===== src/rtl/valid_array_ctrl_pkg.sv =====
// Shared types for the valid-array sequencer/arbiter.
// State and requester ids used by the RR pointer.
package valid_array_ctrl_pkg;

  typedef enum logic {
    IDLE  = 1'b0,
    FLUSH = 1'b1
  } state_t;

  typedef enum logic {
    REQ_FILL   = 1'b0,
    REQ_LOOKUP = 1'b1
  } req_id_t;

endpackage


===== src/rtl/valid_array_ctrl_rr_arbiter_2.sv =====
// Two-requester round-robin arbiter.
// Pointer names the winner under contention.
module rr_arbiter_2
  import valid_array_ctrl_pkg::*;
(
  input  logic [1:0] req,
  input  req_id_t    ptr,
  input  logic       enable,
  output logic [1:0] grant,
  output req_id_t    ptr_next
);

  always_comb begin
    grant    = '0;
    ptr_next = ptr;
    if (enable) begin
      if (req[REQ_FILL] && req[REQ_LOOKUP]) begin
        grant[ptr] = 1'b1;
        ptr_next   = (ptr == REQ_FILL) ? REQ_LOOKUP
                                       : REQ_FILL;
      end else begin
        grant = req;
      end
    end
  end

endmodule


===== src/rtl/valid_array_ctrl.sv =====
// Owns the valid_array port: fill/lookup RR
// arbitration plus a whole-array invalidate sweep.
module valid_array_ctrl
  import valid_array_ctrl_pkg::*;
#(
  parameter int NUMBER_SETS = 64,
  parameter int NUMBER_WAYS = 16,
  parameter int SET_PTR_WIDTH_IN_BITS =
    $clog2(NUMBER_SETS)
) (
  input  logic clk_in,
  input  logic reset_in,
  input  logic flush_req_in,
  output logic flush_busy_out,
  output logic flush_done_out,
  input  logic fill_valid_in,
  input  logic [SET_PTR_WIDTH_IN_BITS-1:0] fill_set_in,
  input  logic [NUMBER_WAYS-1:0] fill_way_in,
  input  logic fill_element_in,
  output logic fill_ready_out,
  input  logic lookup_valid_in,
  input  logic [SET_PTR_WIDTH_IN_BITS-1:0] lookup_set_in,
  output logic lookup_ready_out,
  output logic lookup_resp_valid_out,
  output logic [SET_PTR_WIDTH_IN_BITS-1:0]
    lookup_resp_set_out,
  output logic [NUMBER_WAYS-1:0] lookup_resp_bits_out,
  output logic array_access_en_out,
  output logic array_write_en_out,
  output logic [SET_PTR_WIDTH_IN_BITS-1:0]
    array_access_set_addr_out,
  output logic [NUMBER_WAYS-1:0]
    array_write_way_select_out,
  output logic array_write_element_out,
  input  logic [NUMBER_WAYS-1:0] array_read_set_valid_in
);

  typedef logic [SET_PTR_WIDTH_IN_BITS-1:0] set_t;

  // Equality compare, so non-power-of-two set counts work.
  localparam set_t LAST_SET = set_t'(NUMBER_SETS - 1);

  state_t  state_q, state_d;
  set_t    cnt_q, cnt_d;
  req_id_t ptr_q, ptr_d;
  logic    done_q, done_d;
  logic    resp_valid_q;
  set_t    resp_set_q;
  logic    arb_en;
  logic [1:0] req, grant;

  assign arb_en = !reset_in && (state_q == IDLE)
                  && !flush_req_in;

  always_comb begin
    req = '0;
    req[REQ_FILL]   = fill_valid_in;
    req[REQ_LOOKUP] = lookup_valid_in;
  end

  rr_arbiter_2 u_arb (
    .req      (req),
    .ptr      (ptr_q),
    .enable   (arb_en),
    .grant    (grant),
    .ptr_next (ptr_d)
  );

  always_ff @(posedge clk_in) begin
    if (reset_in) begin
      state_q      <= IDLE;
      cnt_q        <= '0;
      ptr_q        <= REQ_LOOKUP;
      done_q       <= 1'b0;
      resp_valid_q <= 1'b0;
      resp_set_q   <= '0;
    end else begin
      state_q      <= state_d;
      cnt_q        <= cnt_d;
      ptr_q        <= ptr_d;
      done_q       <= done_d;
      resp_valid_q <= grant[REQ_LOOKUP];
      if (grant[REQ_LOOKUP])
        resp_set_q <= lookup_set_in;
    end
  end

  always_comb begin
    state_d = state_q;
    cnt_d   = cnt_q;
    done_d  = 1'b0;
    unique case (state_q)
      IDLE: begin
        if (flush_req_in) begin
          state_d = FLUSH;
          cnt_d   = '0;
        end
      end
      FLUSH: begin
        if (cnt_q == LAST_SET) begin
          state_d = IDLE;
          cnt_d   = '0;
          done_d  = 1'b1;
        end else begin
          cnt_d = cnt_q + set_t'(1);
        end
      end
      default: state_d = IDLE;
    endcase
  end

  always_comb begin
    array_access_en_out        = 1'b0;
    array_write_en_out         = 1'b0;
    array_access_set_addr_out  = '0;
    array_write_way_select_out = '0;
    array_write_element_out    = 1'b0;
    if (!reset_in) begin
      unique case (1'b1)
        state_q == FLUSH: begin
          array_access_en_out        = 1'b1;
          array_write_en_out         = 1'b1;
          array_access_set_addr_out  = cnt_q;
          array_write_way_select_out = '1;
        end
        grant[REQ_FILL]: begin
          array_access_en_out        = 1'b1;
          array_write_en_out         = 1'b1;
          array_access_set_addr_out  = fill_set_in;
          array_write_way_select_out = fill_way_in;
          array_write_element_out    = fill_element_in;
        end
        grant[REQ_LOOKUP]: begin
          array_access_en_out        = 1'b1;
          array_access_set_addr_out  = lookup_set_in;
        end
        default: ;
      endcase
    end
  end

  assign fill_ready_out   = grant[REQ_FILL];
  assign lookup_ready_out = grant[REQ_LOOKUP];
  assign flush_busy_out   = !reset_in && (state_q == FLUSH);
  assign flush_done_out   = !reset_in && done_q;

  assign lookup_resp_valid_out = !reset_in && resp_valid_q;
  assign lookup_resp_set_out   =
    lookup_resp_valid_out ? resp_set_q : '0;
  assign lookup_resp_bits_out  =
    lookup_resp_valid_out ? array_read_set_valid_in : '0;

endmodule


===== config.mk =====
export PLATFORM = sky130hd
export DESIGN_NAME = valid_array_ctrl
export DESIGN_NICKNAME = d
export VERILOG_FILES = /design/src/rtl/valid_array_ctrl_pkg.sv /design/src/rtl/valid_array_ctrl_rr_arbiter_2.sv /design/src/rtl/valid_array_ctrl.sv
export SDC_FILE = /design/constraint.sdc
export NUM_CORES = 1
export LEC_CHECK = 0
export ABC_AREA = 1
export BUFFER_PORTS_ARGS = -buffer_cell sky130_fd_sc_hd__buf_2
export CAP_MARGIN = 20
export CORE_ASPECT_RATIO = 0.8
export CORE_UTILIZATION = 40
export DETAILED_ROUTE_END_ITERATION = 12
export GPL_TIMING_DRIVEN = 0
export PLACE_DENSITY = 0.92
export SLEW_MARGIN = 25
export SYNTH_ARGS = -nofsm -noshare
export SYNTH_HDL_FRONTEND = slang
export SYNTH_HIERARCHICAL = 1
export SYNTH_SLANG_ARGS = --single-unit

===== constraint.sdc =====
create_clock -name clk_in -period 4.4 [get_ports clk_in]
set_clock_uncertainty 0.05 [all_clocks]
set_input_delay 0.44 -clock clk_in [delete_from_list [all_inputs] [get_ports clk_in]]
set_output_delay 0.44 -clock clk_in [all_outputs]
set_load 0.01 [all_outputs]

* Word level (Yosys, flattened, before mapping)
Index checks and enable logic that the tools add are counted.
** Storage, ports and cells
- Logic and storage cells :: 49
- Bits of input ports :: 50
- Flip-flop bits (word level) :: 16
** Cells by class
- Order comparisons :: 2
- Reductions and logical operators :: 13
- Eq/ne operators :: 2
- Mux-type cells :: 24
- Add/sub/neg operators :: 1
- Bitwise logic cells :: 1
** Operators by type and width (count)
- 2-to-1 mux 16 bit :: 2
- one-hot mux 16 bit (2 select lines) :: 1
- 2-to-1 mux 6 bit :: 4
- one-hot mux 6 bit (3 select lines) :: 1
- one-hot mux 6 bit (2 select lines) :: 1
- 2-to-1 mux 1 bit :: 11
- logical AND 1 bit :: 7
- adder 6 x 1 -> 6 bit (second input constant) :: 1
- equality test 6 bit (second input constant) :: 1
- 2-to-1 mux 2 bit :: 2
- OR reduction 2 bit :: 2
- OR reduction 3 bit :: 1
- logical NOT 1 bit :: 2
- < comparator 1 x 2 -> 1 bit (second input constant) :: 1
- != test 2 bit (second input constant) :: 1
- one-hot mux 1 bit (2 select lines) :: 1
- AND reduction 2 bit :: 1
- demux 1 bit (select 1 bit) :: 1
- >= comparator 1 bit (second input constant) :: 1
- inverter 1 bit :: 1

* Depth between registers and ports, before layout
- Depth after elaboration :: 9
- Mapped depth :: 11
- Gate-level depth less buffers :: 9

* By module
Netlist, hierarchy kept.
** Modules (own cells, without submodules)
- valid_array_ctrl :: cells an instance 200, instances 1, seq. area each 320.3 µm², area each 1116.1 µm²
- rr_arbiter_2 :: cells an instance 9, instances 1, seq. area each 0.0 µm², area each 40.0 µm²

* Worst setup path after synthesis
OpenSTA, ideal clock, no wires.
- Path type :: in2out
- From :: input port reset_in
- To :: output port array_access_en_out
- Data arrival time :: 1873 ps
- Buffers on the path :: 1
- Stages on the path :: 8
- Setup slack :: 2037 ps
- Cell sequence :: inv_2 > buf_2 > nand2_2 > inv_2 > nand2_1 > a21oi_1 > inv_1 > o21ai_0
** Between the ends
- Word-level cells in the longest chain between the ends :: 7
** RTL lines
- from (decl) :: RTL line valid_array_ctrl.sv:12 : input logic reset_in,
- logical NOT 1 bit :: RTL line valid_array_ctrl.sv:52 : assign arb_en = !reset_in && (state_q == IDLE)
- logical AND 1 bit :: RTL line valid_array_ctrl.sv:52
- logical AND 1 bit :: RTL line valid_array_ctrl.sv:53 : && !flush_req_in;
- via arb_en :: RTL line valid_array_ctrl.sv:49 : logic arb_en;
- 2-to-1 mux 2 bit :: RTL line valid_array_ctrl_rr_arbiter_2.sv:16 : if (enable) begin
- via lookup_ready_out :: RTL line valid_array_ctrl.sv:23 : output logic lookup_ready_out,
- OR reduction 3 bit (no source line)
- 2-to-1 mux 1 bit :: RTL line valid_array_ctrl.sv:119 : unique case (1'b1)
- 2-to-1 mux 1 bit :: RTL line valid_array_ctrl.sv:118 : if (!reset_in) begin
- to (decl) :: RTL line valid_array_ctrl.sv:28 : output logic array_access_en_out,
The timed path passes the listed nets, and every way through them passes these cells.

* Final worst setup path
- From :: input port reset_in
- To :: output port array_access_en_out
** Between the ends
- Word-level cells in the longest chain between the ends :: 7
** RTL lines (RTL line)
- logical NOT 1 bit :: valid_array_ctrl.sv:52
- logical AND 1 bit :: valid_array_ctrl.sv:52
- logical AND 1 bit :: valid_array_ctrl.sv:53
- via arb_en :: valid_array_ctrl.sv:49
- 2-to-1 mux 2 bit :: valid_array_ctrl_rr_arbiter_2.sv:16
- OR reduction 3 bit (no source line)
- 2-to-1 mux 1 bit :: valid_array_ctrl.sv:119
- 2-to-1 mux 1 bit :: valid_array_ctrl.sv:118
The timed path passes the listed nets, and every way through them passes these cells.

==> run_summary.xml <==
<?xml version="1.0" encoding="UTF-8"?>
<metrics>
  <group name="drt">
    <metric name="post_route_ant_nets" unit="">0</metric>
    <metric name="dr.pass1.iters" unit="">4</metric>
    <metric name="detail_route.vias_per_cell" unit="">4.429</metric>
    <metric name="wl_met3" unit="um">265</metric>
    <metric name="routed_wire_length_per_instance" unit="um">9.631</metric>
    <metric name="wl_met2" unit="um">1622</metric>
    <metric name="via_count" unit="">1559</metric>
    <metric name="highest-signal-layer" unit="">met3</metric>
    <metric name="number_of_design_rule_violations_left_by_the_first_detailed_router_iteration" unit="">41</metric>
    <metric name="route.layer.met1.wl" unit="um">1501</metric>
    <metric name="postRouteWirelength" unit="um">3390</metric>
    <metric name="post_detailed_route_drc_marker_count" unit="">0</metric>
  </group>
  <group name="clock_tree">
    <metric name="clk_path_buf_depth" unit="">2</metric>
    <metric name="clk-insertion-delay-late" unit="ps">290</metric>
    <metric name="clock-sinks" unit="">16</metric>
    <metric name="post_cts_buffers" unit="">0</metric>
    <metric name="clkSlewWorstSetupHoldPaths" unit="ps">90</metric>
    <metric name="cts_h_tree_lvls" unit="">1</metric>
    <metric name="tritoncts" unit="">built</metric>
    <metric name="cts.hold.buffers_added" unit="">0</metric>
    <metric name="clockRootBuffer" unit="">sky130_fd_sc_hd__clkbuf_4</metric>
    <metric name="post_cts_resized" unit="">0</metric>
    <metric name="cts_buffers" unit="">3</metric>
  </group>
  <group name="setup_path">
    <metric name="critPathMaxFanout" unit="">10</metric>
    <metric name="path_class" unit="">input pin to output pin</metric>
    <metric name="timing.critical_path.from_type" unit="">input pin</metric>
    <metric name="cp_slowest_cell" unit="">sky130_fd_sc_hd__a21oi_1</metric>
    <metric name="worst_path_dominant_cell_family" unit="">buffers and inverters</metric>
    <metric name="cp.required" unit="ps">3910</metric>
    <metric name="timing.critical_path.mode_cell" unit="">sky130_fd_sc_hd__buf_2</metric>
    <metric name="r2r-end" unit="">resp_set_q[3]$_SDFFE_PP0P_</metric>
    <metric name="worst_r2r_startpoint" unit="">state_q$_SDFF_PP0_</metric>
    <metric name="critical_path_cell_by_cell" unit="">buf_2 -&gt; inv_2 -&gt; buf_2 -&gt; nand2_2 -&gt; inv_2 -&gt; nand2_1 -&gt; a21oi_1 -&gt; inv_1 -&gt; o21ai_0 -&gt; buf_2</metric>
    <metric name="worstPathBufferInverterCount" unit="">6</metric>
    <metric name="setup.reg_to_reg.worst_slack" unit="ps">2520</metric>
    <metric name="critical_path.max_stage_delay" unit="ps">430</metric>
    <metric name="reg2reg_depth" unit="">8</metric>
    <metric name="worst-endpoint-arrival" unit="ps">2210</metric>
    <metric name="cp-end-kind" unit="">output pin</metric>
  </group>
  <group name="placement">
    <metric name="place_area" unit="sq um">1709</metric>
    <metric name="detailed_place_hpwl" unit="um">2766</metric>
    <metric name="gp_routability_congestion" unit="">0.9380</metric>
    <metric name="dp_worst_setup_slack" unit="ps">1735</metric>
    <metric name="placement.io_buffers" unit="">101</metric>
    <metric name="placed_cells_incl_taps" unit="">348</metric>
  </group>
  <group name="sta">
    <metric name="worst_slew_pin_slew" unit="ps">533.6</metric>
    <metric name="setup_total_negative_slack" unit="ps">0</metric>
    <metric name="finalMaxSlewViolations" unit="">0</metric>
    <metric name="finalHoldViolCount" unit="">0</metric>
    <metric name="period_minus_ws_final" unit="ps">2704</metric>
    <metric name="maxClockFrequency" unit="MHz">369.9</metric>
    <metric name="finalSetupViolations" unit="">0</metric>
    <metric name="worst_slew_margin_rel" unit="%">64.43</metric>
    <metric name="fin_crit_sh" unit="%">61.44</metric>
    <metric name="fin_hold_ws" unit="ps">369.9</metric>
    <metric name="rsz_0062_raised_after_global_routing" unit="">false</metric>
    <metric name="layout_setup_ws" unit="ps">1696</metric>
  </group>
  <group name="synth">
    <metric name="synth_cell_type_count" unit="">22</metric>
    <metric name="yosysSeqAreaShare" unit="%">27.71</metric>
    <metric name="postSynthCellCount" unit="">209</metric>
    <metric name="yosys_warnings" unit="">6</metric>
    <metric name="avgSynthCellArea" unit="sq um">5.532</metric>
    <metric name="synth_seq_cells" unit="">16</metric>
    <metric name="mappedNetlistNets" unit="">260</metric>
    <metric name="synth_area" unit="sq um">1156</metric>
  </group>
  <group name="cells_and_area">
    <metric name="post_route_cells_drive_above_1_share" unit="%">38.85</metric>
    <metric name="final_net_count" unit="">366</metric>
    <metric name="layout.cells.most_common_list" unit="">sky130_fd_sc_hd__buf_2, sky130_fd_sc_hd__nor2_1, sky130_fd_sc_hd__nand2_1</metric>
    <metric name="number_of_inserted_diodes" unit="">0</metric>
    <metric name="layout.cell_area.non_filler" unit="sq um">1745</metric>
    <metric name="stdcell_count" unit="">352</metric>
    <metric name="areaGrowthSynthToFinish" unit="%">50.97</metric>
    <metric name="mostFrequentLayoutCell" unit="">sky130_fd_sc_hd__buf_2</metric>
  </group>
  <group name="global_route">
    <metric name="grt_pass1_vias" unit="">1300</metric>
    <metric name="grt_start_max_net_pins" unit="">11</metric>
    <metric name="gr-usage-all-layers" unit="%">21.69</metric>
    <metric name="global_route.overflow_total" unit="">0</metric>
    <metric name="grt_pass1_wl" unit="um">5533</metric>
    <metric name="grt_antenna_before_repair" unit="">0</metric>
  </group>
  <group name="die">
    <metric name="coreArea" unit="sq um">2744</metric>
    <metric name="initial_cell_density_of_the_core" unit="%">42.13</metric>
    <metric name="ioPinCount" unit="">102</metric>
    <metric name="floorplan.rows" unit="">17</metric>
    <metric name="dieWidth" unit="um">62.11</metric>
    <metric name="design.die.area" unit="sq um">3111</metric>
    <metric name="die_height" unit="um">50.09</metric>
  </group>
  <group name="job">
    <metric name="cap_violations" unit="">0</metric>
  </group>
  <group name="worst_hold_path">
    <metric name="worst_hold_path_type" unit="">input pin to register</metric>
    <metric name="holdCritStartpoint" unit="">flush_req_in</metric>
    <metric name="hold-path-cell-count" unit="">3</metric>
    <metric name="hold_path_end" unit="">state_q$_SDFF_PP0_</metric>
  </group>
  <group name="outcome">
    <metric name="outcome" unit="">finished, final reports clean</metric>
  </group>
  <group name="power">
    <metric name="pwrdens" unit="nW/um^2">195.2</metric>
    <metric name="p_leak" unit="nW">1.108</metric>
    <metric name="worst_ir_drop_vdd" unit="V">0.0002106</metric>
  </group>
</metrics>
[synth_stat cells (all sizes together)]
library cell  number  share of area (%)
nor2              60                 20
nand2             48                 16
inv               41                 13
dfxtp             16                 28
a21oi             11                4.8
buf                8                4.4
nand3              7                3.0
o21ai              7                3.4
o211ai             5                3.2
ha                 1                1.1
nand4              1               0.54
nor3               1               0.43
o21bai             1               0.65
or2                1               0.54
xor2               1               0.76
[layer usage]
metal	global-route usage [%]	vias up
met3	7.407	0
met2	39.56	60
met5	0	-
met1	25.59	665
li1	-	834
met4	1.550	0
[worst max-delay path by stage]
| stage | slack, ps | endpoint | from | cells past startpoint |
|---|---|---|---|---|
| final | 1700 | array_access_en_out | reset_in | 10 |
| after global routing | 1580 | array_access_en_out | state_q$_SDFF_PP0_ | 8 |
| after CTS | 1730 | array_access_en_out | reset_in | 10 |
| after detailed placement | 1730 | array_access_en_out | reset_in | 10 |
| after global placement | 1730 | array_access_en_out | reset_in | 10 |
| after floorplan | 2040 | array_access_en_out | reset_in | 8 |
[registers in the layout, indices dropped and copies added (netlist names)]
register,count
cnt_q,6
resp_set_q,6
done_q,1
ptr_q,1
resp_valid_q,1
state_q,1
[where the power goes]
part,switching (W),internal [W],leakage [nW],total (W)
sequential,0.00000315,0.000149,0.130,0.000152
clock,0.0000476,0.0000505,0.0210,0.0000981
combinational,0.0000502,0.0000403,0.958,0.0000906
[kinds of logic after synthesis]
| kind of cell | share of synthesized area (%) |
|---|---|
| compound gates | 12.01 |
| simple gates | 40.69 |
| flops | 27.71 |
| buf+inv | 17.75 |
| xor+xnor | 0.7577 |
| fa+ha+maj | 1.082 |
[final cells by class]
type	count	area, sq um
inverter	41	153.9
buffer	8	51.30
fill	262	998.5
clock buffer	4	36.28
sequential	16	320.3
multi-input combinational	144	630.6
tap	38	47.55
timing repair buffer	101	505.5
[through the flow]
stage                     total power (W)  utilization, %
after CTS                       0.0003423           63.61
after detailed placement        0.0002455           62.29
final                           0.0003407           63.61
after global routing            0.0003610           63.61
after floorplan                 0.0002028               -
after global placement          0.0002433           62.29
[worst min-delay path, cell delays in order]
cell and delay [ps]:
sky130_fd_sc_hd__buf_2 110, sky130_fd_sc_hd__nand2_1 60, sky130_fd_sc_hd__a21oi_1 60
No activity file was read; power rests on OpenSTA's default activity.
